`src/rtl/fab_cfg_pkg.sv`:
```
// Shared types and constants for frame_config_sequencer: opcodes, FSM states,
// default geometry/sync word and the command-word field layout.
package fab_cfg_pkg;

  localparam int WORD_W = 32;

  localparam int NUM_COLUMNS_DEF    = 8;
  localparam int FRAMES_PER_COL_DEF = 20;
  localparam int FRAME_BITS_DEF     = 32;
  localparam logic [WORD_W-1:0] SYNC_WORD_DEF = 32'hFAB0_FAB1;

  // Command word: [31:28] opcode, [15:8] column, [7:0] frame; [27:16] ignored.
  localparam int OPC_MSB = 31;
  localparam int OPC_LSB = 28;
  localparam int COL_MSB = 15;
  localparam int COL_LSB = 8;
  localparam int FRM_MSB = 7;
  localparam int FRM_LSB = 0;

  typedef enum logic [3:0] {
    OP_DESYNC = 4'd0,
    OP_WRITE  = 4'd1,
    OP_CHECK  = 4'd2
  } opcode_e;

  typedef enum logic [2:0] {
    ST_IDLE   = 3'd0,
    ST_CMD    = 3'd1,
    ST_DATA   = 3'd2,
    ST_STROBE = 3'd3,
    ST_HOLD   = 3'd4,
    ST_CHECK  = 3'd5,
    ST_ERR    = 3'd6
  } state_e;

  function automatic int clog2_min1(input int n);
    return (n > 1) ? $clog2(n) : 1;
  endfunction

endpackage

```
`src/rtl/frame_config_sequencer_if.sv`:
```
// Valid/ready word stream from the config port bridge into frame_config_sequencer.
interface frame_config_sequencer_if;
  import fab_cfg_pkg::*;

  logic [WORD_W-1:0] s_data;
  logic              s_valid;
  logic              s_ready;

  modport master (output s_data, output s_valid, input s_ready);
  modport slave  (input s_data, input s_valid, output s_ready);

endinterface

```
`src/rtl/frame_strobe_decoder.sv`:
```
// Combinational decode of the registered column/frame address into the one-hot
// FrameStrobe vector (bit col*FRAMES_PER_COL+frame); all zero when en is low.
module frame_strobe_decoder #(
  parameter int NUM_COLUMNS    = 8,
  parameter int FRAMES_PER_COL = 20,
  parameter int COL_W          = 3,
  parameter int FRM_W          = 5
) (
  input  logic                                  en,
  input  logic [COL_W-1:0]                      col,
  input  logic [FRM_W-1:0]                      frame,
  output logic [NUM_COLUMNS*FRAMES_PER_COL-1:0] strobe
);

  always_comb begin
    strobe = '0;
    for (int c = 0; c < NUM_COLUMNS; c++) begin
      for (int f = 0; f < FRAMES_PER_COL; f++) begin
        strobe[c*FRAMES_PER_COL + f] = en && (col == COL_W'(c)) && (frame == FRM_W'(f));
      end
    end
  end

endmodule

```
`src/rtl/frame_config_sequencer.sv`:
```
// Parses the config word stream and writes frames into the fabric via FrameData/FrameStrobe.
// Define CONFIG_CHECKSUM_EN to add the running data-word sum and the CHECK command.
//   state  | meaning
//   IDLE   | no session, waiting for SYNC_WORD
//   CMD    | expecting a command word (SYNC here re-syncs)
//   DATA   | expecting the frame payload for the latched address
//   STROBE | payload on FrameData, strobe armed
//   HOLD   | one FrameStrobe bit high, FrameData stable
//   CHECK  | expecting the checksum word
//   ERR    | error latched, dropping words until SYNC_WORD
module frame_config_sequencer
  import fab_cfg_pkg::*;
#(
  parameter int                NUM_COLUMNS    = NUM_COLUMNS_DEF,
  parameter int                FRAMES_PER_COL = FRAMES_PER_COL_DEF,
  parameter int                FRAME_BITS     = FRAME_BITS_DEF,
  parameter logic [WORD_W-1:0] SYNC_WORD      = SYNC_WORD_DEF
) (
  input  logic                                  CLK,
  input  logic                                  RST,
  frame_config_sequencer_if.slave               bus,
  output logic [FRAME_BITS-1:0]                 FrameData,
  output logic [NUM_COLUMNS*FRAMES_PER_COL-1:0] FrameStrobe,
  output logic                                  cfg_busy,
  output logic                                  cfg_done,
  output logic                                  cfg_error
);

  localparam int COL_W = clog2_min1(NUM_COLUMNS);
  localparam int FRM_W = clog2_min1(FRAMES_PER_COL);

  state_e                state_q, state_d;
  logic [FRAME_BITS-1:0] frame_data_q, frame_data_d;
  logic [COL_W-1:0]      col_q, col_d;
  logic [FRM_W-1:0]      frm_q, frm_d;
  logic                  done_q, done_d;
  logic                  error_q, error_d;
`ifdef CONFIG_CHECKSUM_EN
  logic [WORD_W-1:0]     sum_q, sum_d;
`endif

  logic    accept;
  logic    is_sync;
  logic    addr_ok;
  logic    strobe_en;
  opcode_e opc;

  assign accept  = bus.s_valid && bus.s_ready;
  assign is_sync = (bus.s_data == SYNC_WORD);
  assign opc     = opcode_e'(bus.s_data[OPC_MSB:OPC_LSB]);
  assign addr_ok = (32'(bus.s_data[COL_MSB:COL_LSB]) < NUM_COLUMNS) &&
                   (32'(bus.s_data[FRM_MSB:FRM_LSB]) < FRAMES_PER_COL);

  always_ff @(posedge CLK or posedge RST) begin
    if (RST) begin
      state_q <= ST_IDLE;
    end else begin
      state_q <= state_d;
    end
  end

  always_comb begin
    state_d = state_q;
    case (state_q)
      ST_IDLE: begin
        if (accept && is_sync) state_d = ST_CMD;
      end
      ST_CMD: begin
        if (accept && !is_sync) begin
          case (opc)
            OP_WRITE:  state_d = addr_ok ? ST_DATA : ST_ERR;
            OP_DESYNC: state_d = ST_IDLE;
`ifdef CONFIG_CHECKSUM_EN
            OP_CHECK:  state_d = ST_CHECK;
`endif
            default:   state_d = ST_ERR;
          endcase
        end
      end
      ST_DATA: begin
        if (accept) state_d = ST_STROBE;
      end
      ST_STROBE: state_d = ST_HOLD;
      ST_HOLD:   state_d = ST_CMD;
      ST_CHECK: begin
`ifdef CONFIG_CHECKSUM_EN
        if (accept) state_d = (bus.s_data == sum_q) ? ST_CMD : ST_ERR;
`else
        state_d = ST_ERR;
`endif
      end
      ST_ERR: begin
        if (accept && is_sync) state_d = ST_CMD;
      end
      default: state_d = ST_IDLE;
    endcase
  end

  // The strobe fires from HOLD so the decoder sees an address and payload that are already registered.
  always_comb begin
    bus.s_ready = 1'b1;
    cfg_busy    = 1'b1;
    strobe_en   = 1'b0;
    case (state_q)
      ST_IDLE:   cfg_busy = 1'b0;
      ST_STROBE: bus.s_ready = 1'b0;
      ST_HOLD: begin
        bus.s_ready = 1'b0;
        strobe_en   = 1'b1;
      end
      default: ;
    endcase
  end

  always_comb begin
    frame_data_d = frame_data_q;
    col_d        = col_q;
    frm_d        = frm_q;
    done_d       = 1'b0;
    error_d      = error_q;
    if (accept) begin
      if (state_q == ST_DATA) begin
        frame_data_d = FRAME_BITS'(bus.s_data);
      end
      if (state_q == ST_CMD && !is_sync && opc == OP_WRITE && addr_ok) begin
        col_d = COL_W'(bus.s_data[COL_MSB:COL_LSB]);
        frm_d = FRM_W'(bus.s_data[FRM_MSB:FRM_LSB]);
      end
      if (state_q == ST_CMD && !is_sync && opc == OP_DESYNC) begin
        done_d = 1'b1;
      end
      if ((state_q == ST_IDLE || state_q == ST_ERR) && is_sync) begin
        error_d = 1'b0;
      end
    end
    if (state_d == ST_ERR) error_d = 1'b1;
  end

`ifdef CONFIG_CHECKSUM_EN
  // A SYNC word only restarts the sum where it is parsed as SYNC, never as DATA payload.
  always_comb begin
    sum_d = sum_q;
    if (accept) begin
      if (is_sync && (state_q == ST_IDLE || state_q == ST_CMD || state_q == ST_ERR)) begin
        sum_d = '0;
      end else if (state_q == ST_DATA) begin
        sum_d = sum_q + bus.s_data;
      end
    end
  end

  always_ff @(posedge CLK or posedge RST) begin
    if (RST) begin
      sum_q <= '0;
    end else begin
      sum_q <= sum_d;
    end
  end
`endif

  always_ff @(posedge CLK or posedge RST) begin
    if (RST) begin
      frame_data_q <= '0;
      col_q        <= '0;
      frm_q        <= '0;
      done_q       <= 1'b0;
      error_q      <= 1'b0;
    end else begin
      frame_data_q <= frame_data_d;
      col_q        <= col_d;
      frm_q        <= frm_d;
      done_q       <= done_d;
      error_q      <= error_d;
    end
  end

  frame_strobe_decoder #(
    .NUM_COLUMNS    (NUM_COLUMNS),
    .FRAMES_PER_COL (FRAMES_PER_COL),
    .COL_W          (COL_W),
    .FRM_W          (FRM_W)
  ) u_strobe_dec (
    .en     (strobe_en),
    .col    (col_q),
    .frame  (frm_q),
    .strobe (FrameStrobe)
  );

  assign FrameData = frame_data_q;
  assign cfg_done  = done_q;
  assign cfg_error = error_q;

endmodule

```
`src/flat_wrapper.sv`:
```
// flat-port wrapper written by rule: the top's interface ports become plain ports
module frame_config_sequencer_flat import fab_cfg_pkg::*;
#(
  parameter int                NUM_COLUMNS    = NUM_COLUMNS_DEF,
  parameter int                FRAMES_PER_COL = FRAMES_PER_COL_DEF,
  parameter int                FRAME_BITS     = FRAME_BITS_DEF,
  parameter logic [WORD_W-1:0] SYNC_WORD      = SYNC_WORD_DEF
)
  (CLK, RST, FrameData, FrameStrobe, cfg_busy, cfg_done, cfg_error, bus_s_data, bus_s_valid, bus_s_ready);
  frame_config_sequencer_if bus_i ();
  input  logic CLK;
  input  logic RST;
  output logic [FRAME_BITS-1:0] FrameData;
  output logic [NUM_COLUMNS*FRAMES_PER_COL-1:0] FrameStrobe;
  output logic cfg_busy;
  output logic cfg_done;
  output logic cfg_error;
  input wire logic [$bits(bus_i.s_data)-1:0] bus_s_data;
  input wire logic [$bits(bus_i.s_valid)-1:0] bus_s_valid;
  output wire logic [$bits(bus_i.s_ready)-1:0] bus_s_ready;
  assign bus_i.s_data = bus_s_data;
  assign bus_i.s_valid = bus_s_valid;
  assign bus_s_ready = bus_i.s_ready;
  frame_config_sequencer #(.NUM_COLUMNS(NUM_COLUMNS), .FRAMES_PER_COL(FRAMES_PER_COL), .FRAME_BITS(FRAME_BITS), .SYNC_WORD(SYNC_WORD)) u_core (.CLK(CLK), .RST(RST), .bus(bus_i), .FrameData(FrameData), .FrameStrobe(FrameStrobe), .cfg_busy(cfg_busy), .cfg_done(cfg_done), .cfg_error(cfg_error));
endmodule
```
`config.mk`:
```
export PLATFORM = sky130hd
export DESIGN_NAME = frame_config_sequencer_flat
export DESIGN_NICKNAME = d
export VERILOG_FILES = /design/src/rtl/fab_cfg_pkg.sv /design/src/rtl/frame_config_sequencer_if.sv /design/src/rtl/frame_strobe_decoder.sv /design/src/rtl/frame_config_sequencer.sv /design/src/flat_wrapper.sv
export SDC_FILE = /design/constraint.sdc
export NUM_CORES = 1
export LEC_CHECK = 0
export CAP_MARGIN = 20
export CORE_MARGIN = 8
export CORE_UTILIZATION = 31
export CTS_CLUSTER_SIZE = 30
export DETAILED_ROUTE_END_ITERATION = 10
export GPL_TIMING_DRIVEN = 1
export PLACE_DENSITY_LB_ADDON = 0.12
export SYNTH_ARGS = -nofsm -noshare
export SYNTH_HDL_FRONTEND = slang
export SYNTH_SLANG_ARGS = --single-unit
```
`constraint.sdc`:
```
create_clock -name CLK -period 3.5 [get_ports CLK]
set_clock_uncertainty 0.15 [all_clocks]
set_input_delay 0.525 -clock CLK [delete_from_list [all_inputs] [get_ports CLK]]
set_output_delay 0.525 -clock CLK [all_outputs]
set_load 0.03 [all_outputs]
```
==> impl_metrics.env, run 1 <==
export IMPL_outcome="finished, final reports clean"
export IMPL_max_freq_mhz=301.7
export IMPL_place_ws_ps=209.5
export IMPL_grt_pass1_vias=3502
export IMPL_area_delta_synth_final_pct=88.15
export IMPL_peakVddDrop_mv=0.2858
export IMPL_post_dp_hpwl_um=10710
export IMPL_cts_resized=1
export IMPL_syn_num_nets=405
export IMPL_clock_sink_count=45
export IMPL_synthMuxAreaShare=0.1556
export IMPL_cts_root_buf="clkbuf_8"
export IMPL_rsz0062_at_grt="false"
export IMPL_min_period_ps=3314
export IMPL_port_buffer_count=230
export IMPL_drt_pass1_iter_count=4
export IMPL_path_clk_slew_ps=90
export IMPL_synthAdderAreaFrac=0
export IMPL_ys_seq_area_frac=0.3891
export IMPL_ys_flop_type="dfrtp_1"
export IMPL_setup_tns_ps=0
export IMPL_crit_chain="or3b_1, nor2_2, nand3_1, buf_4, nor2_1, clkdlybuf4s50_1"
export IMPL_insertedDiodeCount=0
export IMPL_wl_per_cell_um=19.03
export IMPL_relSlewSlack=0.5853
export IMPL_drv_cap=0
export IMPL_synth_cell_types=42
export IMPL_crit_path_end_kind="primary output"
export IMPL_crit_start="u_core.state_q[0]$_DFF_PP0_"
export IMPL_fp_dieW_um=112.6
export IMPL_synthCells=370
export IMPL_pin_count=231
export IMPL_start_util=0.3162
export IMPL_hold_violations=0
export IMPL_yosys_area_share_simple=0.3753
export IMPL_ys_top_cells_by_area="dfrtp_1 39%, nor2_1 22%, mux2_2 9.7%, mux2_1 5.8%, nand2_1 3.2%"
export IMPL_postCtsSetupBuffers=0
export IMPL_cts_hold_buf=0
export IMPL_drive_gt1_frac=0.1227
export IMPL_cts_tree="done"
export IMPL_synth_edff_count=0
export IMPL_grt_ovfl_total=0
export IMPL_rows=35
export IMPL_async_flop_share=1.000
export IMPL_postRouteAntennaNets=0
export IMPL_finalSetupViolations=0
export IMPL_ys_warn_count=0
export IMPL_drt_iter0_drc=272
export IMPL_fin_crit_sh=0.9469
export IMPL_clockBufferDepth=2
export IMPL_yosys_area_top_type_share=0.3891
export IMPL_p_leak_nw=2.293
export IMPL_worstSetupPathType="flip-flop to primary output"
export IMPL_vias=3491
export IMPL_crit_slowest_cell="clkdlybuf4s50_1"
export IMPL_synth_compound_area_frac=0.03718
export IMPL_yosysMostFrequentCell="nor2_1"
export IMPL_min_path_type="input pin to asynchronous set/reset pin"
export IMPL_p_per_area_nw_per_um2=268.4
export IMPL_tightestPinTransition_ps=616.4
export IMPL_vias_per_cell=4.945
export IMPL_worst_ep_arrival_time_ps=2640
export IMPL_gp_congestion=0.8468
export IMPL_critPathLaunchType="flip-flop"
export IMPL_syn_area_per_cell_sq_um=7.822
export IMPL_insertion_delay_ps=290
export IMPL_htreeDepth=2
export IMPL_dp_cells=697
export IMPL_die_h_um=112.6
export IMPL_finalNonFillerCells=706
export IMPL_grt_max_degree=46
export IMPL_grtUsageTotal=0.2010
export IMPL_synth_seq_cells=45
export IMPL_grt_antenna_before_repair=0
export IMPL_synth_xor_area_frac=0.006053
export IMPL_grt_pass1_wl_um=20540
export IMPL_core_area_sq_um=9153
export IMPL_max_stage_delay_ps=730
export IMPL_die_area_sq_um=12680
export IMPL_synth_top_family_by_area="simple AND/OR/NAND/NOR gates"
export IMPL_numCtsBuffers=5
export IMPL_worstPathRequired_ps=2820
export IMPL_rr_startpoint="u_core.state_q[0]$_DFF_PP0_"
export IMPL_ys_top_cells_by_count="167 x nor2_1, 45 x dfrtp_1, 25 x mux2_2, 25 x nand2_1, 20 x clkbuf_1"
export IMPL_yosys_area_top_type="dfrtp_1"
export IMPL_synth_area_sq_um=2894
export IMPL_drc_errors=0
export IMPL_slew_viol_final=0
export IMPL_wirelength_um=13440
export IMPL_fin_ws_ps=185.7
export IMPL_nets=629
export IMPL_cp_max_fo=20
==> logic make-up after synthesis <==
| logic type | count (synthesis) |
|---|---|
| AND/OR/NAND/NOR | 241 |
| flip-flops | 45 |
| multiplexers | 40 |
| buffers and inverters | 27 |
| AO/OA/AOI/OAI | 15 |
| XOR/XNOR | 2 |
==> critical path, delay by kind of cell, from the launching register on <==
family                 cells  cell delay (ps)
buffers and inverters      2              950
and+or+nand+nor            4              900
DFF                        1              490
==> final cells by class <==
class	instances	area, sq um
clock buffers	5	68.82
clock inverters	3	21.27
fillers	818	3707
inverters	3	11.26
multi-input cells	298	1677
flip-flops and latches	45	1126
well taps	111	138.9
repair buffers	241	2402
==> power breakdown <==
group	switching (W)	internal [W]
clock network	0.000188	0.000142
logic	0.000263	0.000228
registers	0.0000399	0.000601
==> cells in the final DEF, fill, tap and decap left out, types with 2 or more instances in the layout <==
cell type	n
nor2b_1	6
clkbuf_8	5
buf_4	29
nand2b_1	2
o21ai_0	5
o211ai_1	2
nor4_1	2
mux2_2	25
nor3_1	4
and4b_1	2
nand3_1	8
mux2_1	15
inv_1	2
dfrtp_1	45
nand3b_1	2
nor3b_1	5
nand4_1	3
o2111ai_1	2
dlymetal6s2s_1	17
nor2_1	166
buf_12	2
clkdlybuf4s50_1	193
nand2_1	24
==> flip-flops by register name, summed over array words and instances (netlist names) <==
register / count
u_core.state_q: 3
u_core.cfg_error: 1
u_core.FrameData: 32
u_core.frm_q: 5
u_core.col_q: 3
u_core.cfg_done: 1
==> layer usage <==
| layer | GRT usage | part of all wire | up-vias |
|---|---|---|---|
| li1 | - | - | 1665 |
| met1 | 0.2203 | 0.40 | 1670 |
| met4 | 0.02608 | 0.0055 | 0 |
| met3 | 0.06065 | 0.080 | 6 |
| met2 | 0.3783 | 0.52 | 150 |
| met5 | 0 | 0 | - |
==> worst paths after layout <==
check | end | slack [ps] | depth (start not counted)
worst min register to register | u_core.FrameData[21]$_DFFE_PP0P_ | 340 | 1
worst max register to register | u_core.col_q[1]$_DFFE_PP0P_ | 1230 | 4
min in group CLK | u_core.FrameData[21]$_DFFE_PP0P_ | 340 | 1
worst min-delay path | u_core.FrameData[25]$_DFFE_PP0P_ | 230 | 2
max in group asynchronous | u_core.FrameData[19]$_DFFE_PP0P_ | 2550 | 3
worst max-delay path | FrameStrobe[70] | 190 | 6
==> metrics by stage <==
step                      total power (W)    util  hold WS (ps)  cell area (sq um)
final                            0.001461  0.5949         232.7               5445
after global routing             0.001537  0.5949         238.6               5445
after CTS                        0.001480  0.5873         347.0               5375
after detailed placement         0.001143  0.5772         325.1               5283
after global placement           0.001138  0.5772         318.7               5283
after floorplan                 0.0008947       -         354.1               2894
No activity file was read; power rests on OpenSTA's default activity.
==> run 2: changes to the inputs <==
--- a/config.mk
+++ b/config.mk
@@ -5,12 +5,12 @@
 export SDC_FILE = /design/constraint.sdc
 export NUM_CORES = 1
 export LEC_CHECK = 0
-export CAP_MARGIN = 20
+export CAP_MARGIN = 15
 export CORE_MARGIN = 8
 export CORE_UTILIZATION = 31
 export CTS_CLUSTER_SIZE = 30
 export DETAILED_ROUTE_END_ITERATION = 10
-export GPL_TIMING_DRIVEN = 1
+export GPL_TIMING_DRIVEN = 0
 export PLACE_DENSITY_LB_ADDON = 0.12
 export SYNTH_ARGS = -nofsm -noshare
 export SYNTH_HDL_FRONTEND = slang
==> impl_metrics.env, run 2 (synthesis gave the netlist of run 1 again) <==
export IMPL_wl_per_cell_um=20.16
export IMPL_drt_iter0_drc=235
export IMPL_p_per_area_nw_per_um2=261.0
export IMPL_use_met2=0.3663
export IMPL_largest_reg_flops=32
export IMPL_drv_cap=0
export IMPL_area_delta_synth_final_pct=102.6
export IMPL_max_freq_mhz=298.3
export IMPL_htreeDepth=2
export IMPL_relSlewSlack=0.4445
export IMPL_cp_max_fo=10
export IMPL_drive_gt1_frac=0.07061
export IMPL_tightestPinTransition_ps=831.4
export IMPL_gp_congestion=0.8581
export IMPL_start_util=0.3162
export IMPL_clockBufferDepth=2
export IMPL_numCtsBuffers=5
export IMPL_placed_area_sq_um=5355
export IMPL_drt_pass1_iter_count=4
export IMPL_outcome="finished, final reports clean"
export IMPL_grt_util_met1=0.2467
export IMPL_hold_violations=0
export IMPL_insertedDiodeCount=0
export IMPL_grt_pass1_vias=3574
export IMPL_postCtsSetupBuffers=0
export IMPL_port_buffer_count=230
export IMPL_dp_cells=712
export IMPL_busiest_layer="met2"
export IMPL_grt_use_met3=0.05529
export IMPL_min_path_type="input pin to asynchronous set/reset pin"
export IMPL_rows=35
export IMPL_multi_input_area_sq_um=1662
export IMPL_die_area_sq_um=12680
export IMPL_cts_tree="done"
export IMPL_p_total_w=0.001531
export IMPL_fin_crit_sh=0.9579
export IMPL_mostFrequentLayoutCells="167 x nor2_1, 159 x dlymetal6s2s_1, 71 x clkdlybuf4s50_1"
export IMPL_die_h_um=112.6
export IMPL_critPathLaunchType="flip-flop"
export IMPL_place_ws_ps=347.5
export IMPL_fin_area_sq_um=5864
export IMPL_core_area_sq_um=9153
export IMPL_vias=3633
export IMPL_postRouteAntennaNets=0
export IMPL_grt_antenna_before_repair=0
export IMPL_post_dp_hpwl_um=10970
export IMPL_worstPathRequired_ps=2820
export IMPL_grt_ovfl_total=0
export IMPL_vias_per_cell=5.046
export IMPL_finalNonFillerCells=720
export IMPL_grt_max_degree=43
export IMPL_grt_pass1_wl_um=21320
export IMPL_finalSetupViolations=0
export IMPL_slew_viol_final=0
export IMPL_worstSetupPathType="flip-flop to primary output"
export IMPL_worst_ep_arrival_time_ps=2680
export IMPL_p_leak_nw=4.910
export IMPL_cts_hold_buf=0
export IMPL_fillers=777
export IMPL_grtUsageTotal=0.2082
export IMPL_wirelength_um=14520
export IMPL_insertion_delay_ps=300
export IMPL_fp_dieW_um=112.6
export IMPL_clock_sink_count=45
export IMPL_final_common_cell="nor2_1"
export IMPL_peakVddDrop_mv=0.3078
export IMPL_crit_path_end_kind="primary output"
export IMPL_nets=643
export IMPL_min_period_ps=3353
export IMPL_cts_root_buf="clkbuf_8"
export IMPL_fin_ws_ps=147.4
export IMPL_path_clk_slew_ps=80
export IMPL_pin_count=231
export IMPL_seq_area_sq_um=1126
export IMPL_drc_errors=0
-- run 2: changes by cell type in the layout (fill, tap and decap cells not counted), moves of 4 or more --
cell / change
clkbuf_1: +21
clkdlybuf4s50_1: -122
buf_4: -29
dlymetal6s2s_1: +142
buf_2: +4
-- run 2: worst paths after layout --
| check | start | endpoint | slack [ps] | cells past startpoint |
|---|---|---|---|---|
| min in group CLK | u_core.FrameData[13]$_DFFE_PP0P_ | u_core.FrameData[13]$_DFFE_PP0P_ | 340 | 1 |
| hold / removal | RST | u_core.FrameData[25]$_DFFE_PP0P_ | 260 | 2 |
| max in group asynchronous | RST | u_core.state_q[1]$_DFF_PP0_ | 2520 | 3 |
| hold reg to reg | u_core.FrameData[13]$_DFFE_PP0P_ | u_core.FrameData[13]$_DFFE_PP0P_ | 340 | 1 |
| setup reg to reg | u_core.state_q[0]$_DFF_PP0_ | u_core.FrameData[5]$_DFFE_PP0P_ | 1100 | 5 |
| setup / recovery | u_core.state_q[0]$_DFF_PP0_ | FrameStrobe[8] | 150 | 7 |
-- run 2: repair_timing --
action	CTS	global route
hold endpoints to repair	0	0
setup endpoints to repair	0	159
resized for setup	0	159
-- run 2: critical path, stage by stage (launching register included) --
cell and delay, ps:
dfrtp_1 360, buf_2 170, or3b_1 420, nor2_1 230, nand2_1 110, clkbuf_1 260
nor2_1 140, clkdlybuf4s50_1 690
-- run 2: routing by layer --
metal  vias up  wire, um
met4         0       108
met2       169      7232
met5         -         0
li1       1692         -
met3         8      1066
met1      1764      6111
-- run 2: where the power goes --
part / internal [W] / switching (W) / leakage [nW]
Combinational: 0.000228 / 0.000262 / 4.28
Clock: 0.000215 / 0.000186 / 0.0554
Sequential: 0.000601 / 0.0000395 / 0.578
Total: 0.00104 / 0.000487 / 4.91
-- run 2: layout make-up --
| type | count | share of cell area |
|---|---|---|
| Buffer | 24 | 0.01622 |
| Clock buffer | 6 | 0.01237 |
| Clock inverter | 2 | 0.006614 |
| Inverter | 3 | 0.001920 |
| Multi-Input combinational cell | 298 | 0.2833 |
| Sequential cell | 45 | 0.1920 |
| Tap cell | 111 | 0.02368 |
| Timing Repair Buffer | 231 | 0.4638 |
-- run 2: stage by stage --
| stage | hold slack (ps) | TNS [ps] | util |
|---|---|---|---|
| 6_report | 255.5 | 0 | 0.6407 |
| 3_3_place_gp | 318.3 | 0 | 0.5829 |
| 2_1_floorplan | 354.1 | 0 | - |
| 5_1_grt | 275.5 | -1.597 | 0.6407 |
| 3_5_place_dp | 324.7 | 0 | 0.5851 |
| 4_1_cts | 253.6 | 0 | 0.5973 |
